===== src/rtl/if_stage_pkg.sv =====
// Shared pipeline definitions for the instruction-fetch stage.
package if_stage_pkg;

  localparam int          INSTR_W   = 32;
  localparam logic [31:0] NOP_INSTR = 32'h0000_0000;

  typedef enum logic [1:0] {
    FETCH = 2'd0,
    HOLD  = 2'd1,
    HALT  = 2'd2
  } if_state_t;

  // Redirect targets are forced onto a word boundary.
  function automatic logic [31:0] word_align(input logic [31:0] addr);
    return {addr[31:2], 2'b00};
  endfunction

endpackage


===== src/rtl/if_stage.sv =====
// Instruction fetch stage: PC register, IF/ID register and a one-entry
// pending buffer that parks a word accepted while decode is stalled.
import if_stage_pkg::*;

module if_stage #(
  parameter logic [31:0] RESET_PC = 32'h0000_0000
) (
  input  logic               clk,
  input  logic               rst_b,
  input  logic               stall,
  input  logic               branch_taken,
  input  logic [31:0]        branch_target,
  input  logic               halt_req,
  output logic               imem_req,
  output logic [31:0]        imem_addr,
  input  logic               imem_ready,
  input  logic [INSTR_W-1:0] imem_data,
  output logic [31:0]        pc,
  output logic [31:0]        PC_plus_4,
  output logic [INSTR_W-1:0] instruction,
  output logic               if_valid
);

  if_state_t          state;
  logic [INSTR_W-1:0] pend_instr;
  logic [31:0]        pend_pc4;
  logic [31:0]        pc_inc;
  logic               accept;

  // The fetch address is the architectural PC itself.
  assign imem_addr = pc;
  assign pc_inc    = pc + 32'd4;                 // wraps modulo 2^32
  assign accept    = imem_req & imem_ready;

  // Fetch FSM with priority branch > halt > stall > fetch; HALT only exits on reset.
  always_ff @(posedge clk or negedge rst_b) begin
    if (!rst_b) begin
      state       <= FETCH;
      pc          <= RESET_PC;
      PC_plus_4   <= 32'h0;
      instruction <= NOP_INSTR;
      if_valid    <= 1'b0;
      pend_instr  <= NOP_INSTR;
      pend_pc4    <= 32'h0;
      imem_req    <= 1'b0;
    end else if (state != HALT) begin
      if (branch_taken) begin
        // Redirect wins over stall; any word arriving now or parked is dropped.
        pc         <= word_align(branch_target);
        if_valid   <= 1'b0;
        pend_instr <= NOP_INSTR;
        pend_pc4   <= 32'h0;
        state      <= FETCH;
        imem_req   <= 1'b1;
      end else if (halt_req) begin
        state    <= HALT;
        if_valid <= 1'b0;
        imem_req <= 1'b0;
      end else if (state == HOLD) begin
        if (!stall) begin
          instruction <= pend_instr;
          PC_plus_4   <= pend_pc4;
          if_valid    <= 1'b1;
          pc          <= pc_inc;
          state       <= FETCH;
          imem_req    <= 1'b1;
        end
      end else begin
        // FETCH: request stays up unless a word gets parked.
        imem_req <= !(accept && stall);
        if (accept && stall) begin
          pend_instr <= imem_data;
          pend_pc4   <= pc_inc;
          state      <= HOLD;
        end else if (accept) begin
          instruction <= imem_data;
          PC_plus_4   <= pc_inc;
          if_valid    <= 1'b1;
          pc          <= pc_inc;
        end else if (!stall) begin
          if_valid <= 1'b0;
        end
      end
    end
  end

endmodule


===== config.mk =====
export PLATFORM = sky130hd
export DESIGN_NAME = if_stage
export DESIGN_NICKNAME = d
export VERILOG_FILES = /design/src/rtl/if_stage_pkg.sv /design/src/rtl/if_stage.sv
export SDC_FILE = /design/constraint.sdc
export NUM_CORES = 1
export LEC_CHECK = 0
export BUFFER_PORTS_ARGS = -buffer_cell sky130_fd_sc_hd__buf_2
export CAP_MARGIN = 20
export CORE_UTILIZATION = 45
export DETAILED_ROUTE_END_ITERATION = 10
export PLACE_DENSITY = 0.8
export SLEW_MARGIN = 20
export SYNTH_ARGS = -nofsm -noshare
export SYNTH_HDL_FRONTEND = slang
export SYNTH_SLANG_ARGS = --single-unit

===== constraint.sdc =====
create_clock -name clk -period 2.5 [get_ports clk]
set_input_delay 0.375 -clock clk [delete_from_list [all_inputs] [get_ports clk]]
set_output_delay 0.375 -clock clk [all_outputs]
set_load 0.01 [all_outputs]

Word level (Yosys, flattened, before mapping)
Cells that the tools add are included.
{"block": "word_totals", "ff_bits": 164, "out_inout_bits": 130, "wordCells": 70}
{"block": "classes", "add_sub_neg": 1, "n_eq_ne": 11, "n_mux": 35, "bitwise": 3, "n_reduce_logical": 12}
{"cell": "32-bit 2-to-1 mux", "n": 20}
{"cell": "32-bit by 3-bit adder with 32-bit output (second input constant)", "n": 1}
{"cell": "1-bit 2-to-1 mux", "n": 10}
{"cell": "2-bit 2-to-1 mux", "n": 5}
{"cell": "2-bit inequality test (second input constant)", "n": 5}
{"cell": "4-bit inequality test (second input constant)", "n": 2}
{"cell": "4-bit AND reduction", "n": 2}
{"cell": "3-bit inequality test (second input constant)", "n": 2}
{"cell": "6-bit AND reduction", "n": 1}
{"cell": "5-bit by 1-bit inequality test with 1-bit output (second input constant)", "n": 1}
{"cell": "5-bit AND reduction", "n": 1}
{"cell": "2-bit nonzero test", "n": 2}
{"cell": "4-bit nonzero test", "n": 1}
{"cell": "3-bit AND reduction", "n": 1}
{"cell": "3-bit nonzero test", "n": 1}
{"cell": "2-bit by 1-bit equality test with 1-bit output (second input constant)", "n": 1}
{"cell": "1-bit NOT", "n": 2}
{"cell": "2-bit AND reduction", "n": 1}
{"cell": "1-bit AND", "n": 1}
{"cell": "1-bit logical AND", "n": 1}
{"cell": "1-bit logical NOT", "n": 1}

Depth between registers and ports, before layout
Gate-level depths: netlist (run 1).
{"block": "logic_depth", "word_depth": 6, "mapped_depth": 9}

Worst setup path after synthesis (run 1)
OpenSTA, ideal clock, no wires.
{"block": "synth_path", "path_kind": "register to register", "from": "register pc[2] (netlist: imem_addr[2])", "to": "register PC_plus_4[28]", "t_arrival_ns": 1.830, "required_time_ns": 2.365, "slack_ns": 0.535, "path_stages_with_launch": 8, "n_path_buf": 1, "path_cell_list": "dfrtp_1 > ha_1 > clkbuf_1 > and2_1 > nand4_1 > o31a_1 > o31ai_1 > o21ai_0"}
{"block": "synth_between", "elab_chain_cells": 4}
{"item": "start: declaration", "line": "if_stage.sv:18", "rtl": "output logic [31:0] pc,"}
{"item": "start signal: assignment", "line": "if_stage.sv:49", "rtl": "pc <= word_align(branch_target);"}
{"item": "start signal: assignment", "line": "if_stage.sv:64", "rtl": "pc <= pc_inc;"}
{"item": "start signal: assignment", "line": "if_stage.sv:79", "rtl": "pc <= pc_inc;"}
{"item": "32-bit by 3-bit adder with 32-bit output", "line": "if_stage.sv:32", "rtl": "assign pc_inc = pc + 32'd4;"}
{"item": "32-bit 2-to-1 mux", "line": "if_stage.sv:75", "rtl": "end else if (accept) begin"}
{"item": "32-bit 2-to-1 mux", "line": "if_stage.sv:71", "rtl": "if (accept && stall) begin"}
{"item": "32-bit 2-to-1 mux", "line": "if_stage.sv:59", "rtl": "end else if (state == HOLD) begin"}
{"item": "end signal: assignment", "line": "if_stage.sv:62", "rtl": "PC_plus_4 <= pend_pc4;"}
{"item": "end signal: assignment", "line": "if_stage.sv:77", "rtl": "PC_plus_4 <= pc_inc;"}
{"item": "end: declaration", "line": "if_stage.sv:19", "rtl": "output logic [31:0] PC_plus_4,"}
No other way between the ends. The select of a mux whose other input is x is not followed.
A chain may end at the register's enable or synchronous reset.

Worst setup path after layout (run 1)
{"block": "layout_path", "from": "register state[1]", "to": "register instruction[8]"}
{"block": "layout_between", "elab_chain_cells": 3}
{"item": "start: declaration", "line": "if_stage.sv:24", "rtl": "if_state_t state;"}
{"item": "start signal: assignment", "line": "if_stage.sv:38", "rtl": "state <= FETCH;"}
{"item": "start signal: assignment", "line": "if_stage.sv:53", "rtl": "state <= FETCH;"}
{"item": "start signal: assignment", "line": "if_stage.sv:56", "rtl": "state <= HALT;"}
{"item": "2-bit by 1-bit equality test with 1-bit output", "line": "if_stage.sv:59"}
{"item": "2-bit inequality test (no line) / 2-bit nonzero test (equally long branches)"}
{"item": "6-bit AND reduction (no line)"}
{"item": "end signal: assignment", "line": "if_stage.sv:61", "rtl": "instruction <= pend_instr;"}
{"item": "end signal: assignment", "line": "if_stage.sv:76", "rtl": "instruction <= imem_data;"}
{"item": "end: declaration", "line": "if_stage.sv:20", "rtl": "output logic [INSTR_W-1:0] instruction,"}
Parallel ways exist; a longest one is shown, timed or not.

==> flow_metrics.tcl, run 1 <==
set metrics [dict create \
    rows 48 \
    rr_startpoint "state[1]" \
    initial_core_util 0.465 \
    drive_above_1_share 0.269 \
    cts.clk_slew.worst_paths_ns 0.07 \
    drc 0 \
    grt_pass1_vias 6822 \
    layoutNonFillerInstCount 1276 \
    yosysMostFrequentCell "dfrtp_1" \
    critPathCaptureType "register" \
    cts_made_buffers 17 \
    grt_first_pass_wirelength_mm 36.0 \
    num-nets-final 1109 \
    antenna_found_initial 0 \
    drv_cap 0 \
    gp_congestion 0.909 \
    ys_warn_count 0 \
    seq_area_frac_synth 0.493 \
    synth_area_per_cell_um2 9.14 \
    path_class "register to register" \
    max_freq_mhz 437 \
    dp_cells 1243 \
    setup_viol_count_final 0 \
    io_pins 200 \
    cts_max_level 4 \
    powerDensity_nw_per_um2 582 \
    ys.flop_type "dfrtp_1" \
    synth_top_area_frac 0.493 \
    slew_headroom 0.544 \
    hpwl_mm 15.9 \
    finalHoldViolCount 0 \
    cts_buffer_depth 2 \
    vdd_drop_max_uv 474 \
    synth_cells 889 \
    wl_per_cell_um 18.1 \
    worst_pin_slew_ns 0.678 \
    rrSetupSlack_ns 0.21 \
    synth_area_um2 8120 \
    core_area_um2 17500 \
    worstSetupStartpoint "state[1]" \
    rsz0062_at_grt "no" \
    fin_tns_setup_ns 0 \
    min_path_cells 2 \
    ys_async_sr_fraction 1.00 \
    die_h_um 136 \
    ctsResizeCount 0 \
    reg2regPathDepth 6 \
    via_per_inst 5.84 \
    final_max_slew_viol_count 0 \
    fin_crit_sh 0.916 \
    clockRootBuffer "clkbuf_16" \
    synthDistinctLibCells 62 \
    detail-route-antenna-nets 0 \
    worstReg2RegEnd "instruction[8]" \
    cts.sinks 160 \
    crit_fanout 66 \
    hp-class "primary input to register" \
    synthTopCellsByCount "dfrtp_1 (160), nand2_1 (142), nor2_1 (78), o21ai_0 (67), a31oi_1 (43)" \
    dr.pass1.iters 5 \
    syn_to_final_growth_pct 20.7 \
    min_to "pend_instr[10]" \
    cts_tree "done" \
    io_buffers 193 \
    critPathArrivalTime_ns 2.63 \
    grtUsageTotal 0.254 \
    overflow 0 \
    synth_edf_count 0 \
    dieArea_um2 18600 \
    grt_max_degree 67 \
    post-route-util 0.561 \
    synth_area_leader_cell "dfrtp_1" \
    ys_top_cells_by_area "dfrtp_1 (49%), nand2_1 (6.6%), o21ai_0 (4.1%), buf_4 (3.7%), nor2_1 (3.6%)" \
    drt_iter0_markers 670 \
    fin_worst_skew_ns 0.0109 \
    finalCriticalPeriod_ns 2.29 \
    start_kind "register" \
    status "completed" \
    antennaDiodeCount 0 \
    die_w_um 136 \
    worstPathRequired_ns 2.84 \
    min_from "imem_data[10]" \
    clk_latency_ns 0.42 \
    via_count 7446 \
    wl_mm 23.1 \
    synth_seq_cells 160 \
    power.leakage_nw 4.81 \
]
placed cells by master (no fill, tap or decap), types with 12 or more instances in the layout:
master,instances
a21oi_1,33
a22o_1,33
a31oi_1,43
buf_2,192
buf_4,30
clkbuf_16,17
dfrtp_1,160
nand2_1,142
nand3_1,33
nand4_1,12
nor2_1,77
nor3_1,14
nor4_1,12
o21ai_0,67
xnor2_1,14
sequential cells by signal, indices dropped and copies added, names as in the netlist:
name / cells
imem_req: 1
instruction: 32
if_valid: 1
pend_pc4: 31
state: 2
imem_addr: 30
pend_instr: 32
PC_plus_4: 31
worst max-delay path, cell delays in order, from the launching register on:
cell and delay (ns):
dfrtp_1 0.47, nand2b_1 0.35, nand3_1 0.31, nor2_4 0.48
buf_12 0.32, nor2_1 0.08, a31oi_1 0.15
routing by layer:
layer | vias up | GRT usage | share of wire
li1 | 3435 | - | -
met1 | 3606 | 0.340 | 0.42
met2 | 346 | 0.393 | 0.48
met3 | 59 | 0.0451 | 0.069
met4 | 0 | 0.129 | 0.034
met5 | - | 0 | 0
layout make-up:
| cell class | instances | area, um2 |
|---|---|---|
| fillers | 1539 | 7670 |
| flip-flops and latches | 160 | 4000 |
| multi-input cells | 622 | 3540 |
| repair buffers | 229 | 1310 |
| clock buffers | 18 | 439 |
| well taps | 225 | 282 |
| clock inverters | 14 | 203 |
| inverters | 8 | 30.0 |
power by group:
group,internal [W],switching (W)
combinational,0.0000889,0.000151
sequential,0.00260,0.0000126
clock,0.00172,0.00113
total,0.00441,0.00129
through the flow:
stage	setup WS (ns)	instance area, um2	hold slack [ns]	power [W]
2_1_floorplan	0.535	8130	0.0794	0.00275
4_1_cts	0.255	9810	0.164	0.00574
5_1_grt	0.0734	9810	0.173	0.00588
3_5_place_dp	0.257	9160	0.377	0.00290
3_3_place_gp	0.335	9160	0.377	0.00290
6_report	0.210	9810	0.183	0.00570
logic make-up (layout without fill, tap and decap cells):
logic type,after synthesis,count (layout),share of synthesized area
simple gates,347,347,0.205
compound gates,247,247,0.198
flops,160,160,0.493
buf+inv,110,269,0.0756
xor+xnor,19,19,0.0205
mux,4,4,0.00554
fa+ha+maj,1,1,0.00154
other cells,1,4,0.000462
worst max path at each step:
stage,endpoint,slack [ns]
after floorplan,PC_plus_4[28],0.54
after detailed placement,instruction[0],0.26
after global routing,PC_plus_4[28],0.07
after global placement,pend_pc4[19],0.33
final,instruction[8],0.21
after CTS,instruction[14],0.26
what timing repair did:
action / CTS / global route
endpoints found under the hold margin: 51 / 0
buffers inserted: 0 / 0
hold buffers: 1 / 0
setup endpoints to repair: 0 / 0
(Power assumes the default switching activity.)
==> inputs of run 2 (changes only) <==
CAP_MARGIN = 0   (was 20)
CORE_UTILIZATION = 40   (was 45)
PLACE_DENSITY = 0.74   (was 0.8)
clock period = 2.41 ns   (was 2.5 ns; I/O delays follow)
==> run 2 against run 1 <==
First-iteration DRC count is 9.0% lower. Critical path depth is 1 lower. Sequential power is 4% higher. Critical endpoint is now imem_addr[28]. Highest routed layer unchanged.
==> flow_metrics.tcl, run 2 (synthesized netlist as in run 1, its figures left out) <==
set metrics [dict create \
    cp_common_cell "nor3_1" \
    crit_chain "and3_1, nand4_1, nor3_1, nor4bb_1, nor3_1" \
    cts_max_level 4 \
    hpwl_mm 16.1 \
    dp_cells 1289 \
    finalCriticalPeriod_ns 2.21 \
    drv_cap 0 \
    layout_commonest_cell "buf_2" \
    setup_viol_count_final 0 \
    gp_congestion 0.872 \
    syn_to_final_growth_pct 21.2 \
    detail-route-antenna-nets 0 \
    max_freq_mhz 452 \
    finalHoldViolCount 0 \
    reg_top3 "instruction x32, pend_instr x32" \
    cp_slowest_cell "dfrtp_1" \
    via_per_inst 5.51 \
    slowest_delay_ns 0.48 \
    fin_crit_sh 0.919 \
    rrSetupSlack_ns 0.20 \
    cts_buffer_depth 2 \
    vdd_drop_max_uv 436 \
    final_max_slew_viol_count 0 \
    slew_headroom 0.540 \
    io_pins 200 \
    cts_tree "done" \
    rsz0062_at_grt "no" \
    crit_fanout 9 \
    worstPathRequired_ns 2.72 \
    start_kind "register" \
    overflow 0 \
    status "completed" \
    power.leakage_nw 4.81 \
    drive_above_1_share 0.274 \
    cts_made_buffers 17 \
    worst_pin_slew_ns 0.684 \
    initial_core_util 0.413 \
    drc 0 \
    critPathArrivalTime_ns 2.53 \
    via_count 7294 \
    wl_mm 22.8 \
    ctsResizeCount 0 \
    die_w_um 145 \
    layoutNonFillerInstCount 1323 \
    wl_per_cell_um 17.2 \
    io_buffers 193 \
    fin_tns_setup_ns 0 \
    clk_latency_ns 0.43 \
    power_w 0.00565 \
    path_class "register to register" \
    die_h_um 145 \
    dr.pass1.iters 5 \
    grt_pass1_vias 6587 \
    core_area_um2 19700 \
    powerDensity_nw_per_um2 574 \
    fin_worst_skew_ns 0.00841 \
    cts.sinks 160 \
    grt_first_pass_wirelength_mm 35.7 \
    num-nets-final 1115 \
    clockRootBuffer "clkbuf_16" \
    grt_max_degree 80 \
    final_cell_mix "buf_2 (192), dfrtp_1 (160), nand2_1 (142)" \
    drt_iter0_markers 610 \
    critPathCaptureType "register" \
    cts.clk_slew.worst_paths_ns 0.07 \
    hp-class "primary input to register" \
    antenna_found_initial 2 \
    grtUsageTotal 0.224 \
    dieArea_um2 20900 \
    rows 51 \
]
[run 2: cell count changes in the layout (fill, tap and decap cells not counted), sizes merged]
| cell | delta |
|---|---|
| bufinv | -4 |
| inv | +5 |
| clkinv | -1 |
| clkinvlp | +1 |
| clkbuf | -1 |
| diode | +1 |
| buf | +6 |
[run 2: worst max-delay path, delay by kind of cell (launching register included)]
| kind | cells | cell delay, ns |
|---|---|---|
| and+or+nand+nor | 5 | 1.61 |
| DFF | 1 | 0.48 |
[run 2: layer usage]
layer  GRT usage  wire length, um  vias up
met5           0                0        -
met2       0.336            10200      342
met3      0.0421             1630       52
met1       0.310            10200     3445
met4       0.105              785        0
li1            -                -     3455
[run 2: metrics by stage]
| stage | area, um2 | worst slack, ns | hold WS, ns | util |
|---|---|---|---|---|
| 6_report | 9850 | 0.195 | 0.138 | 0.501 |
| 3_3_place_gp | 9240 | 0.279 | 0.187 | 0.470 |
| 4_1_cts | 9840 | 0.238 | 0.119 | 0.501 |
| 3_5_place_dp | 9240 | 0.250 | 0.187 | 0.470 |
| 2_1_floorplan | 8130 | 0.445 | 0.0659 | - |
| 5_1_grt | 9850 | 0.0833 | 0.152 | 0.501 |
[run 2: final timing paths]
| kind | startpoint | to | depth (start not counted) |
|---|---|---|---|
| min in group asynchronous | rst_b | PC_plus_4[23] | 2 |
| hold / removal | branch_target[27] | imem_addr[27] | 3 |
| hold reg to reg | pend_pc4[30] | pend_pc4[30] | 2 |
| setup reg to reg | imem_addr[5] | imem_addr[28] | 5 |
| max in group asynchronous | rst_b | instruction[26] | 3 |
| setup / recovery | imem_addr[5] | imem_addr[28] | 5 |
[run 2: power breakdown]
| part | internal [W] | switching (W) |
|---|---|---|
| Sequential | 0.00270 | 0.0000134 |
| Combinational | 0.0000925 | 0.000160 |
| Clock | 0.00140 | 0.00129 |
[run 2: timing repair]
action,in CTS,in global routing
hold endpoints to repair,8,0
setup buffers,0,0
hold buffers,1,0
[run 2: layout make-up]
class                           count  area (um2)
Antenna cell                        1        2.50
Clock buffer                       17         425
Clock inverter                     15         166
Fill cell                        1881        9810
Inverter                            8        30.0
Multi-Input combinational cell    622        3550
Sequential cell                   160        4000
Tap cell                          265         332
Timing Repair Buffer              235        1340
==> inputs of run 3 (changes only) <==
CTS_BUF_LIST = sky130_fd_sc_hd__clkbuf_4 sky130_fd_sc_hd__clkbuf_8   (was default)
PLACE_DENSITY = 0.76   (was 0.74)
clock period = 1.81 ns   (was 2.41 ns; I/O delays follow)
==> run 3 against run 2 <==
Clock skew up 0.0097 ns. Worst setup slack worse by 0.18 ns. Core utilization up 4.4 points. Final area up 8.8%. Maximum frequency up 24%. Total power up 18%. Critical path depth up 3. Cell count up 6.4%. Combinational power up 49%. Critical path type unchanged. Critical endpoint is now imem_addr[31]. Largest power group unchanged.
==> flow_metrics.tcl, run 3 (synthesized netlist as in run 1, its figures left out) <==
set metrics [dict create \
    crit_cells 8 \
    cts_max_level 4 \
    antenna_found_initial 0 \
    dieArea_um2 20900 \
    finalHoldViolCount 0 \
    clockRootBuffer "clkbuf_8" \
    cts_buffer_depth 2 \
    setup_viol_count_final 0 \
    clk_latency_ns 0.47 \
    grt_max_degree 62 \
    hp-class "primary input to register" \
    critPathCaptureType "register" \
    slowest_delay_ns 0.38 \
    status "completed" \
    num-nets-final 1201 \
    placed_area_um2 9910 \
    worstReg2RegEnd "imem_addr[31]" \
    switching_share 0.262 \
    drive_above_1_share 0.372 \
    grt_first_pass_wirelength_mm 37.1 \
    core_area_um2 19700 \
    min_path_cells 2 \
    drv_cap 0 \
    fin_tns_setup_ns 0 \
    overflow 0 \
    io_pins 200 \
    path_delay_family "simple AND/OR/NAND/NOR gates" \
    reg2regPathDepth 8 \
    fin_crit_sh 0.990 \
    start_kind "register" \
    die_w_um 145 \
    vdd_drop_max_uv 418 \
    min_from "imem_data[31]" \
    worstPathRequired_ns 2.16 \
    layoutNonFillerInstCount 1408 \
    internal-power_w 0.00490 \
    worst_pin_slew_ns 0.506 \
    reg_top3 "instruction x32, pend_instr x32" \
    via_count 7751 \
    cts_made_buffers 17 \
    layout_commonest_cell "buf_2" \
    power.leakage_nw 5.29 \
    design_area_um2 10700 \
    slew_headroom 0.659 \
    p_seq_frac 0.542 \
    wl_mm 24.7 \
    cp_slowest_cell "dfrtp_2" \
    gp_congestion 0.913 \
    drt_iter0_markers 688 \
    rows 51 \
    final_cell_mix "buf_2 (192), dfrtp_1 (154), nand2_1 (140)" \
    initial_core_util 0.413 \
    io_buffers 193 \
    min_to "pend_instr[31]" \
    fin_worst_skew_ns 0.0182 \
    power_w 0.00665 \
    crit_chain "and4_4, buf_8, nand4_4, buf_4, nor4_4, buf_4, a31oi_1, o21a_1" \
    via_per_inst 5.50 \
    post-route-util 0.545 \
    cp_common_cell "buf_4" \
    cp_num_buf_inv 3 \
    syn_to_final_growth_pct 31.9 \
    wl_per_cell_um 17.5 \
    cts_tree "done" \
    cts.sinks 160 \
    rsz0062_at_grt "yes" \
    p_switching_w 0.00175 \
    cts.clk_slew.worst_paths_ns 0.11 \
    p_clk_frac 0.402 \
    antennaDiodeCount 0 \
    max_freq_mhz 558 \
    dr.pass1.iters 5 \
    grtUsageTotal 0.232 \
    dp_cells 1364 \
    rrSetupSlack_ns 0.02 \
    pwr-share-comb 0.056 \
    path_class "register to register" \
    critPathArrivalTime_ns 2.14 \
    grt_pass1_vias 7106 \
    final_max_slew_viol_count 0 \
    detail-route-antenna-nets 0 \
    rr_startpoint "imem_addr[10]" \
    finalCriticalPeriod_ns 1.79 \
    powerDensity_nw_per_um2 621 \
    hpwl_mm 17.0 \
    die_h_um 145 \
    drc 0 \
    crit_fanout 8 \
]
==> run 3: final cells by class <==
type | instances | area [um2]
clock buffers | 18 | 248
clock inverters | 14 | 143
fillers | 1788 | 8940
inverters | 8 | 30.0
multi-input cells | 623 | 3830
flip-flops and latches | 160 | 4010
well taps | 265 | 332
repair buffers | 320 | 2120
==> run 3: power by group through the flow <==
stage          Clock [W]  Combinational, W  Sequential, W
3_5_place_dp           0          0.000371        0.00367
5_1_grt          0.00285          0.000417        0.00361
3_3_place_gp           0          0.000368        0.00367
6_report         0.00267          0.000375        0.00360
2_1_floorplan          0          0.000118        0.00368
4_1_cts          0.00271          0.000374        0.00360
==> run 3: how the worst max path moves through the flow <==
| stage | startpoint | to | slack, ns |
|---|---|---|---|
| 2_1_floorplan | imem_addr[8] | imem_addr[19] | -0.01 |
| 3_3_place_gp | imem_addr[10] | PC_plus_4[19] | -0.06 |
| 3_5_place_dp | imem_addr[10] | PC_plus_4[19] | -0.07 |
| 4_1_cts | imem_addr[10] | PC_plus_4[31] | 0.0001 |
| 5_1_grt | imem_addr[11] | PC_plus_4[23] | -0.08 |
| 6_report | imem_addr[10] | imem_addr[31] | 0.02 |
==> run 3: through the flow <==
step	hold WS (ns)	worst slack, ns
floorplan	-0.0241	-0.0138
global placement	0.253	-0.0648
detailed placement	0.248	-0.0655
CTS	0.00929	0.000137
global route	0.0251	-0.0831
finish	0.0272	0.0183
==> run 3: repair_timing <==
action                                  in CTS  in global routing
cloned                                       0                  3
hold buffers                                 1                  0
endpoints found under the setup margin      12                124
gates resized for setup                      9                 56
pin swaps                                    1                  7
setup buffers                                3                  5
hold endpoints to repair                    41                  0
==> run 3: metal layers <==
metal | up-vias | wire length [um] | GRT usage | part of all wire
met5 | - | 0 | 0 | 0
met4 | 0 | 802 | 0.0986 | 0.033
met2 | 333 | 11600 | 0.363 | 0.47
li1 | 3612 | - | - | -
met1 | 3747 | 10600 | 0.317 | 0.43
met3 | 59 | 1630 | 0.0374 | 0.066
==> run 3: worst register-to-register path: cells and delay by family, from the launching register on <==
family	cells	cell delay, ns
and+or+nand+nor	3	0.64
buffers and inverters	3	0.48
DFF	1	0.38
AOI/OAI and AO/OA	2	0.19
